<file path="src/rtl/shift_pipe.sv">
// Three-stage pipelined 32-bit barrel shifter (SRL/SLL/SRA, 0-31 bits) with
// lock-step valid/ready flow control and synchronous flush.
module shift_pipe (
  input  logic        clk,
  input  logic        rst_n,
  input  logic        flush,
  input  logic        in_valid,
  output logic        in_ready,
  input  logic [31:0] in_data,
  input  logic [4:0]  in_shamt,
  input  logic [1:0]  in_op,
  output logic        out_valid,
  input  logic        out_ready,
  output logic [31:0] out_data,
  output logic        busy
);

  typedef enum logic [1:0] {
    OP_SRL = 2'b00,
    OP_SLL = 2'b01,
    OP_SRA = 2'b10
  } shift_op_e;

  function automatic logic [31:0] bit_rev(input logic [31:0] v);
    logic [31:0] r;
    for (int i = 0; i < 32; i++) r[i] = v[31-i];
    return r;
  endfunction

  // Stage S1: captured operand
  logic        s1_valid_q, s1_valid_d;
  logic [31:0] s1_data_q,  s1_data_d;
  logic [4:0]  s1_shamt_q, s1_shamt_d;
  logic [1:0]  s1_op_q,    s1_op_d;
  logic        s1_fill_q,  s1_fill_d;

  // Stage S2: coarse (16/8) shift applied
  logic        s2_valid_q, s2_valid_d;
  logic [31:0] s2_data_q,  s2_data_d;
  logic [2:0]  s2_shamt_q, s2_shamt_d;
  logic [1:0]  s2_op_q,    s2_op_d;
  logic        s2_fill_q,  s2_fill_d;

  // Stage S3: output register
  logic        out_valid_q, out_valid_d;
  logic [31:0] out_data_q,  out_data_d;

  logic        adv;
  logic        accept;
  logic [31:0] s2_shift;
  logic [31:0] s3_shift;

  // Stalls are all-or-nothing: bubbles stay in place rather than collapsing.
  assign adv      = !out_valid_q || out_ready;
  assign in_ready = adv && !flush;
  assign accept   = in_valid && in_ready;

  always_comb begin
    // NOTE: every signal gets its hold value first so no path leaves it unassigned (no latches).
    s1_valid_d  = s1_valid_q;
    s1_data_d   = s1_data_q;
    s1_shamt_d  = s1_shamt_q;
    s1_op_d     = s1_op_q;
    s1_fill_d   = s1_fill_q;
    s2_valid_d  = s2_valid_q;
    s2_data_d   = s2_data_q;
    s2_shamt_d  = s2_shamt_q;
    s2_op_d     = s2_op_q;
    s2_fill_d   = s2_fill_q;
    out_valid_d = out_valid_q;
    out_data_d  = out_data_q;

    s2_shift = s1_data_q;
    if (s1_shamt_q[4]) s2_shift = {{16{s1_fill_q}}, s2_shift[31:16]};
    if (s1_shamt_q[3]) s2_shift = {{8{s1_fill_q}},  s2_shift[31:8]};

    s3_shift = s2_data_q;
    if (s2_shamt_q[2]) s3_shift = {{4{s2_fill_q}}, s3_shift[31:4]};
    if (s2_shamt_q[1]) s3_shift = {{2{s2_fill_q}}, s3_shift[31:2]};
    if (s2_shamt_q[0]) s3_shift = {s2_fill_q,      s3_shift[31:1]};

    if (adv) begin
      // SLL is done as a right shift on bit-reversed data, reversed back in S3.
      s1_valid_d  = accept;
      s1_data_d   = (in_op == OP_SLL) ? bit_rev(in_data) : in_data;
      s1_shamt_d  = in_shamt;
      s1_op_d     = in_op;
      s1_fill_d   = (in_op == OP_SRA) ? in_data[31] : 1'b0;

      s2_valid_d  = s1_valid_q;
      s2_data_d   = s2_shift;
      s2_shamt_d  = s1_shamt_q[2:0];
      s2_op_d     = s1_op_q;
      s2_fill_d   = s1_fill_q;

      out_valid_d = s2_valid_q;
      out_data_d  = (s2_op_q == OP_SLL) ? bit_rev(s3_shift) : s3_shift;
    end

    if (flush) begin
      s1_valid_d  = 1'b0;
      s2_valid_d  = 1'b0;
      out_valid_d = 1'b0;
    end
  end

  always_ff @(posedge clk or negedge rst_n) begin
    if (!rst_n) begin
      // NOTE: data registers are reset too, since out_data must read zero in reset.
      s1_valid_q  <= 1'b0;
      s1_data_q   <= '0;
      s1_shamt_q  <= '0;
      s1_op_q     <= '0;
      s1_fill_q   <= 1'b0;
      s2_valid_q  <= 1'b0;
      s2_data_q   <= '0;
      s2_shamt_q  <= '0;
      s2_op_q     <= '0;
      s2_fill_q   <= 1'b0;
      out_valid_q <= 1'b0;
      out_data_q  <= '0;
    end else begin
      // NOTE: non-blocking so every stage samples the previous stage's old value.
      s1_valid_q  <= s1_valid_d;
      s1_data_q   <= s1_data_d;
      s1_shamt_q  <= s1_shamt_d;
      s1_op_q     <= s1_op_d;
      s1_fill_q   <= s1_fill_d;
      s2_valid_q  <= s2_valid_d;
      s2_data_q   <= s2_data_d;
      s2_shamt_q  <= s2_shamt_d;
      s2_op_q     <= s2_op_d;
      s2_fill_q   <= s2_fill_d;
      out_valid_q <= out_valid_d;
      out_data_q  <= out_data_d;
    end
  end

  assign out_valid = out_valid_q;
  assign out_data  = out_data_q;
  assign busy      = s1_valid_q || s2_valid_q || out_valid_q;

endmodule

</file>
<file path="config.mk">
export PLATFORM = sky130hd
export DESIGN_NAME = shift_pipe
export DESIGN_NICKNAME = d
export VERILOG_FILES = /design/src/rtl/shift_pipe.sv
export SDC_FILE = /design/constraint.sdc
export NUM_CORES = 1
export LEC_CHECK = 0
export ABC_AREA = 1
export BUFFER_PORTS_ARGS = -buffer_cell sky130_fd_sc_hd__buf_2
export CAP_MARGIN = 20
export CORE_UTILIZATION = 57
export DETAILED_ROUTE_END_ITERATION = 8
export HOLD_SLACK_MARGIN = 0.12
export PLACE_DENSITY = 0.79
export SLEW_MARGIN = 20
export SYNTH_ARGS = -nofsm -noshare
export SYNTH_HDL_FRONTEND = slang
export SYNTH_SLANG_ARGS = --single-unit
</file>
<file path="constraint.sdc">
create_clock -name clk -period 2.2 [get_ports clk]
set_input_delay 0.44 -clock clk [delete_from_list [all_inputs] [get_ports clk]]
set_output_delay 0.44 -clock clk [all_outputs]
set_load 0.01 [all_outputs]
</file>
==> reports/results.ini, run 1 <==
[run_status]
outcome=finished clean

[synth]
synth-async-reset-ratio_pct=100
syn_nets=897
yosys_warnings=0
synth_flop_cell=dfrtp_1
netlist_instances=853
syn_area_um2=6290
ys_seq_elements=113
synth_cell_type_count=24
synth_edf_count=0
avgSynthCellArea_um2=7.37
ys_seq_area_share_pct=45.0

[critical_path]
cp.arrival_ns=1.64
r2r_cells=6
rrSetupSlack_ns=0.47
path_depth=5
critPathMaxFanout=27
worstReg2RegStart=out_valid
path_buf_inv=3
crit_slowest_cell=dfrtp_1
path_cells=inv_1, nor2_4, buf_4, nor2_1, buf_2
critPathKind=reg -> out
worst_ep_required_time_ns=1.76
slowest_delay_ns=0.37
endpoint_kind=output pin
r2r-end=s2_data_q[30]
start_kind=register
critical-path-top-delay-family=buffers and inverters

[power]
pwr-share-comb_pct=21.0
peakVddDrop_uv=529
p_per_area_nw_per_um2=890
clkPwrFrac_pct=39.2
netSwitchingPower_mw=1.98
seq_power_share_pct=39.8
p_sw_share_pct=30.4
p_leak_nw=3.58
intPower_mw=4.52

[timing]
tightest_slew_ns=0.633
maxSlewViolCount=0
finalSetupTns_ns=0
fmax_mhz=481
max-slew-margin-rel_pct=57.8
hold_violations=0
skew_ns=0.0181
holdWs_ns=0.141
min_period_over_period_pct=94.5
fin_crit_ns=2.08
fin_ws_ns=0.121
setup_viol=0
rsz0062_at_grt=no

[clock_network]
insertion_delay_ns=0.52
cts_made_buffers=17
cts.sinks=113
cts_tree=built
htree_levels=4
path_clk_slew_ns=0.06
clock_path_buffers=2
clockRootBuffer=clkbuf_8
ctsResizeCount=0

[floorplanning]
die_w_um=107
start_util_pct=59.8
die_y_um=107
die_area_um2=11500
core_um2=10500
io_pins=79
rows=37

[drt]
vias_per_cell=5.99
dr.first_iter.drc_count=535
vias=6333
firstDrtPassIters=5
final_antenna_net_count=0
drc_errors=0
routedWlPerCell_um=15.6
totalWireLength_um=16500

[place]
finalWeightedCongestion=0.868
hpwl_um=11500
port_buffers=78
dp_cells=1022
dp_slack_ns=0.455

[cells_and_area]
drive_gt1_share_pct=14.2
synthToLayoutAreaGrowth_pct=16.0
fin_nets=954
antenna_cells=0
final_cells=1057

[global_route]
grt_pass1_vias=5838
grt_remaining_overflow=0
grt_max_degree=114
grt_pass1_wl_um=28000
grtUsageTotal_pct=30.9
antenna_found_initial=0

[hold_path]
min_to=s1_shamt_q[4]
hold_class=in -> reg
hold_start=in_shamt[4]
min_path_cells=3

[run]
cap_viol_max_count=0

cells in the mapped netlist, drive strengths merged (7+ instances only):
master / n / area (um2)
nand2: 238 / 898
o21ai: 51 / 255
o221ai: 7 / 61.3
a31oi: 21 / 131
o21a: 8 / 60.1
buf: 47 / 241
inv: 41 / 154
dfrtp: 113 / 2830
clkbuf: 16 / 60.1
nor2: 24 / 103
nand3: 224 / 1120
o22ai: 8 / 50.1
o211ai: 18 / 135
a21oi: 34 / 170
worst max path at each step:
| stage | start | to | slack (ns) |
|---|---|---|---|
| 2_1_floorplan | out_valid | in_ready | 0.86 |
| 3_3_place_gp | out_ready | s2_data_q[30] | 0.52 |
| 3_5_place_dp | out_ready | s2_data_q[30] | 0.46 |
| 4_1_cts | out_valid | in_ready | 0.11 |
| 5_1_grt | out_valid | in_ready | 0.02 |
| 6_report | out_valid | in_ready | 0.12 |
logic make-up (layout without fill, tap and decap cells):
group | Yosys count | in the layout | share of synthesized area, %
AND/OR/NAND/NOR | 487 | 487 | 33.9
AO/OA/AOI/OAI | 148 | 148 | 13.9
flip-flops | 113 | 113 | 45.0
buffers and inverters | 105 | 173 | 7.30
flip-flops by register name (all words and copies together) (netlist names):
register / cells
out_valid: 1
s2_op_q: 2
s1_fill_q: 1
s1_op_q: 2
s1_shamt_q: 5
s2_valid_q: 1
s2_fill_q: 1
s1_valid_q: 1
out_data: 32
s2_data_q: 32
s1_data_q: 32
s2_shamt_q: 3
tightest hold or removal path, cell delays in order:
cell and delay (ns):
buf_2 0.07, nand2_1 0.04, o21ai_0 0.07
through the flow:
stage               util [%]  power (mW)  cell area, um2
detailed placement      63.8        3.95            6700
floorplan                  -        3.48            6290
global route            69.4        6.85            7290
CTS                     69.4        6.50            7290
finish                  69.4        6.49            7290
global placement        63.8        3.91            6700
power by group through the flow:
stage / clock network [mW] / registers [mW] / logic [mW]
CTS: 2.56 / 2.58 / 1.36
floorplan: 0 / 2.62 / 0.861
detailed placement: 0 / 2.61 / 1.34
finish: 2.54 / 2.58 / 1.37
global placement: 0 / 2.60 / 1.31
global route: 2.68 / 2.61 / 1.55
layer usage:
metal	GRT usage, %	routed length, um	up-vias
met2	50.6	8040	291
met3	4.86	921	38
met5	0	0	-
met4	12.2	375	0
li1	-	-	3042
met1	41.0	7150	2962
area by class of cell:
class / count / area (um2)
clock buffers: 23 / 457
clock inverters: 7 / 85.1
fillers: 866 / 3220
inverters: 42 / 159
multi-input cells: 635 / 3000
flip-flops and latches: 113 / 2830
well taps: 136 / 170
repair buffers: 101 / 591
cell usage in the layout, fill, tap and decap left out, drive strengths merged, types with 18 or more instances in the layout:
master	n
dfrtp	113
nand3	224
a31oi	21
buf	96
o21ai	51
o211ai	18
clkbuf	23
inv	40
nand2	238
a21oi	34
nor2	24
timing repair:
| item | 4_1_cts | 5_1_grt |
|---|---|---|
| hold endpoints to repair | 117 | 0 |
| hold buffers | 5 | 0 |
| buffers inserted | 0 | 0 |
| endpoints found under the setup margin | 0 | 0 |
(Power assumes the default switching activity.)
==> run 2: changes to the inputs <==
HOLD_SLACK_MARGIN = 0.15   (was 0.12)
==> run 2 against run 1 <==
Against the previous run: power rose by 0.11%; die area did not move; critical path type unchanged; largest cell class unchanged; register-to-register slack barely moved; sequential share of layout area fell by 0.11 points; clock skew fell by 0.0011 ns; critical endpoint unchanged.
==> reports/results.ini, run 2 (synthesized netlist as in run 1, its figures left out) <==
[run_status]
outcome=finished clean  ; unchanged

[hold_path]
hold_class=in -> reg  ; unchanged
min_path_cells=3  ; unchanged

[floorplanning]
io_pins=79  ; unchanged
die_area_um2=11500  ; unchanged
rows=37  ; unchanged
core_um2=10500  ; unchanged
die_w_um=107  ; unchanged
die_y_um=107  ; unchanged
start_util_pct=59.8  ; unchanged

[critical_path]
path_buf_inv=3  ; unchanged
cp.arrival_ns=1.64  ; about the same
path_cells=inv_1, nor2_4, buf_4, nor2_1, buf_2  ; unchanged
critPathMaxFanout=27  ; unchanged
slowest_delay_ns=0.37  ; about the same
start_kind=register  ; unchanged
r2r_cells=6  ; unchanged
endpoint_kind=output pin  ; unchanged
path_depth=5  ; unchanged
critical-path-top-delay-family=buffers and inverters  ; unchanged
critPathKind=reg -> out  ; unchanged
crit_slowest_cell=dfrtp_1  ; unchanged
worst_ep_required_time_ns=1.76  ; about the same

[clock_network]
path_clk_slew_ns=0.05  ; was 0.06 ns
clock_path_buffers=2  ; unchanged
clockRootBuffer=clkbuf_8  ; unchanged
cts_tree=built  ; unchanged
cts_made_buffers=17  ; unchanged
htree_levels=4  ; unchanged
ctsResizeCount=0  ; unchanged
cts.sinks=113  ; unchanged
insertion_delay_ns=0.52  ; about the same

[power]
peakVddDrop_uv=530  ; was 529 uV
p_per_area_nw_per_um2=889  ; was 890 nW/um2
finalPower_mw=6.50  ; was 6.49 mW
p_leak_nw=3.59  ; was 3.58 nW

[cells_and_area]
final_cells=1059  ; was 1057
antenna_cells=0  ; unchanged
fillers=864  ; was 866
synthToLayoutAreaGrowth_pct=16.3  ; was 16.0%
final_cell_mix=nand2_1, nand3_1, dfrtp_1  ; unchanged
drive_gt1_share_pct=14.2  ; about the same
fin_nets=956  ; was 954
final_common_cell=nand2_1  ; unchanged

[drt]
routedWlPerCell_um=15.6  ; about the same
dr.first_iter.drc_count=535  ; unchanged
totalWireLength_um=16500  ; about the same
vias_per_cell=6.00  ; was 5.99
final_antenna_net_count=0  ; unchanged
drc_errors=0  ; unchanged
firstDrtPassIters=5  ; unchanged
vias=6349  ; was 6333

[timing]
finalSetupTns_ns=0  ; unchanged
min_period_over_period_pct=94.5  ; about the same
maxSlewViolCount=0  ; unchanged
fin_crit_ns=2.08  ; about the same
rsz0062_at_grt=no  ; unchanged
tightest_slew_ns=0.658  ; was 0.633 ns
hold_violations=0  ; unchanged
max-slew-margin-rel_pct=56.1  ; was 57.8%
setup_viol=0  ; unchanged
holdWs_ns=0.175  ; was 0.141 ns
fmax_mhz=481  ; about the same
skew_ns=0.0171  ; was 0.0181 ns

[place]
dp_cells=1022  ; unchanged
port_buffers=78  ; unchanged
finalWeightedCongestion=0.868  ; unchanged
hpwl_um=11500  ; unchanged

[global_route]
grt_remaining_overflow=0  ; unchanged
grtUsageTotal_pct=30.9  ; about the same
grt_max_degree=114  ; unchanged
grt_pass1_vias=5852  ; was 5838
antenna_found_initial=0  ; unchanged
grt_pass1_wl_um=28100  ; was 28000 um

[run]
cap_viol_max_count=0  ; unchanged

[run 2: changes by cell type in the layout (fill, tap and decap cells not counted), sizes merged]
cell         previous run  this run
dlygate4sd3             5         7
[run 2: routing by layer]
metal | vias to the layer above | wire [um] | track usage (%)
met3 | 45 | 981 | 4.92
met2 | 292 | 8030 | 50.8
met4 | 0 | 393 | 12.2
met5 | - | 0 | 0
li1 | 3045 | - | -
met1 | 2967 | 7090 | 41.0
[run 2: repair_timing]
| action | 4_1_cts | 5_1_grt |
|---|---|---|
| buffers inserted | 0 | 0 |
| endpoints found under the hold margin | 119 | 0 |
| hold buffers | 7 | 0 |
[run 2: final timing paths]
path / startpoint / to / slack (ns)
max: out_valid / in_ready / 0.12
min: in_data[6] / s1_data_q[6] / 0.18
max reg2reg: out_valid / s2_data_q[30] / 0.47
min reg2reg: out_data[14] / out_data[14] / 0.47
max in group asynchronous: rst_n / s2_data_q[2] / 1.17
min in group asynchronous: rst_n / out_data[13] / 0.47
[run 2: power by group]
part | total (mW) | internal, mW | switching [mW]
clock | 2.55 | 1.65 | 0.902
combinational | 1.37 | 0.500 | 0.871
sequential | 2.58 | 2.37 | 0.208
total | 6.50 | 4.52 | 1.98
[run 2: tightest hold or removal path, stage by stage]
cell and delay, ns:
buf_2 0.10, nand2_1 0.05, a31oi_1 0.06
[run 2: per-stage QoR]
stage / utilization [%] / setup slack (ns) / cell area, um2
after floorplan: - / 0.858 / 6290
after CTS: 69.6 / 0.110 / 7310
after global routing: 69.6 / 0.0237 / 7310
final: 69.6 / 0.121 / 7310
after global placement: 63.8 / 0.520 / 6700
after detailed placement: 63.8 / 0.455 / 6700
[run 2: cell type report]
class                      instances  area [um2]  share of cell area [%]
inverter                          42         159                    2.17
timing repair buffer             103         611                    8.35
sequential                       113        2830                    38.7
clock inverter                     7        85.1                    1.16
clock buffer                      23         457                    6.24
tap                              136         170                    2.33
multi-input combinational        635        3000                    41.1
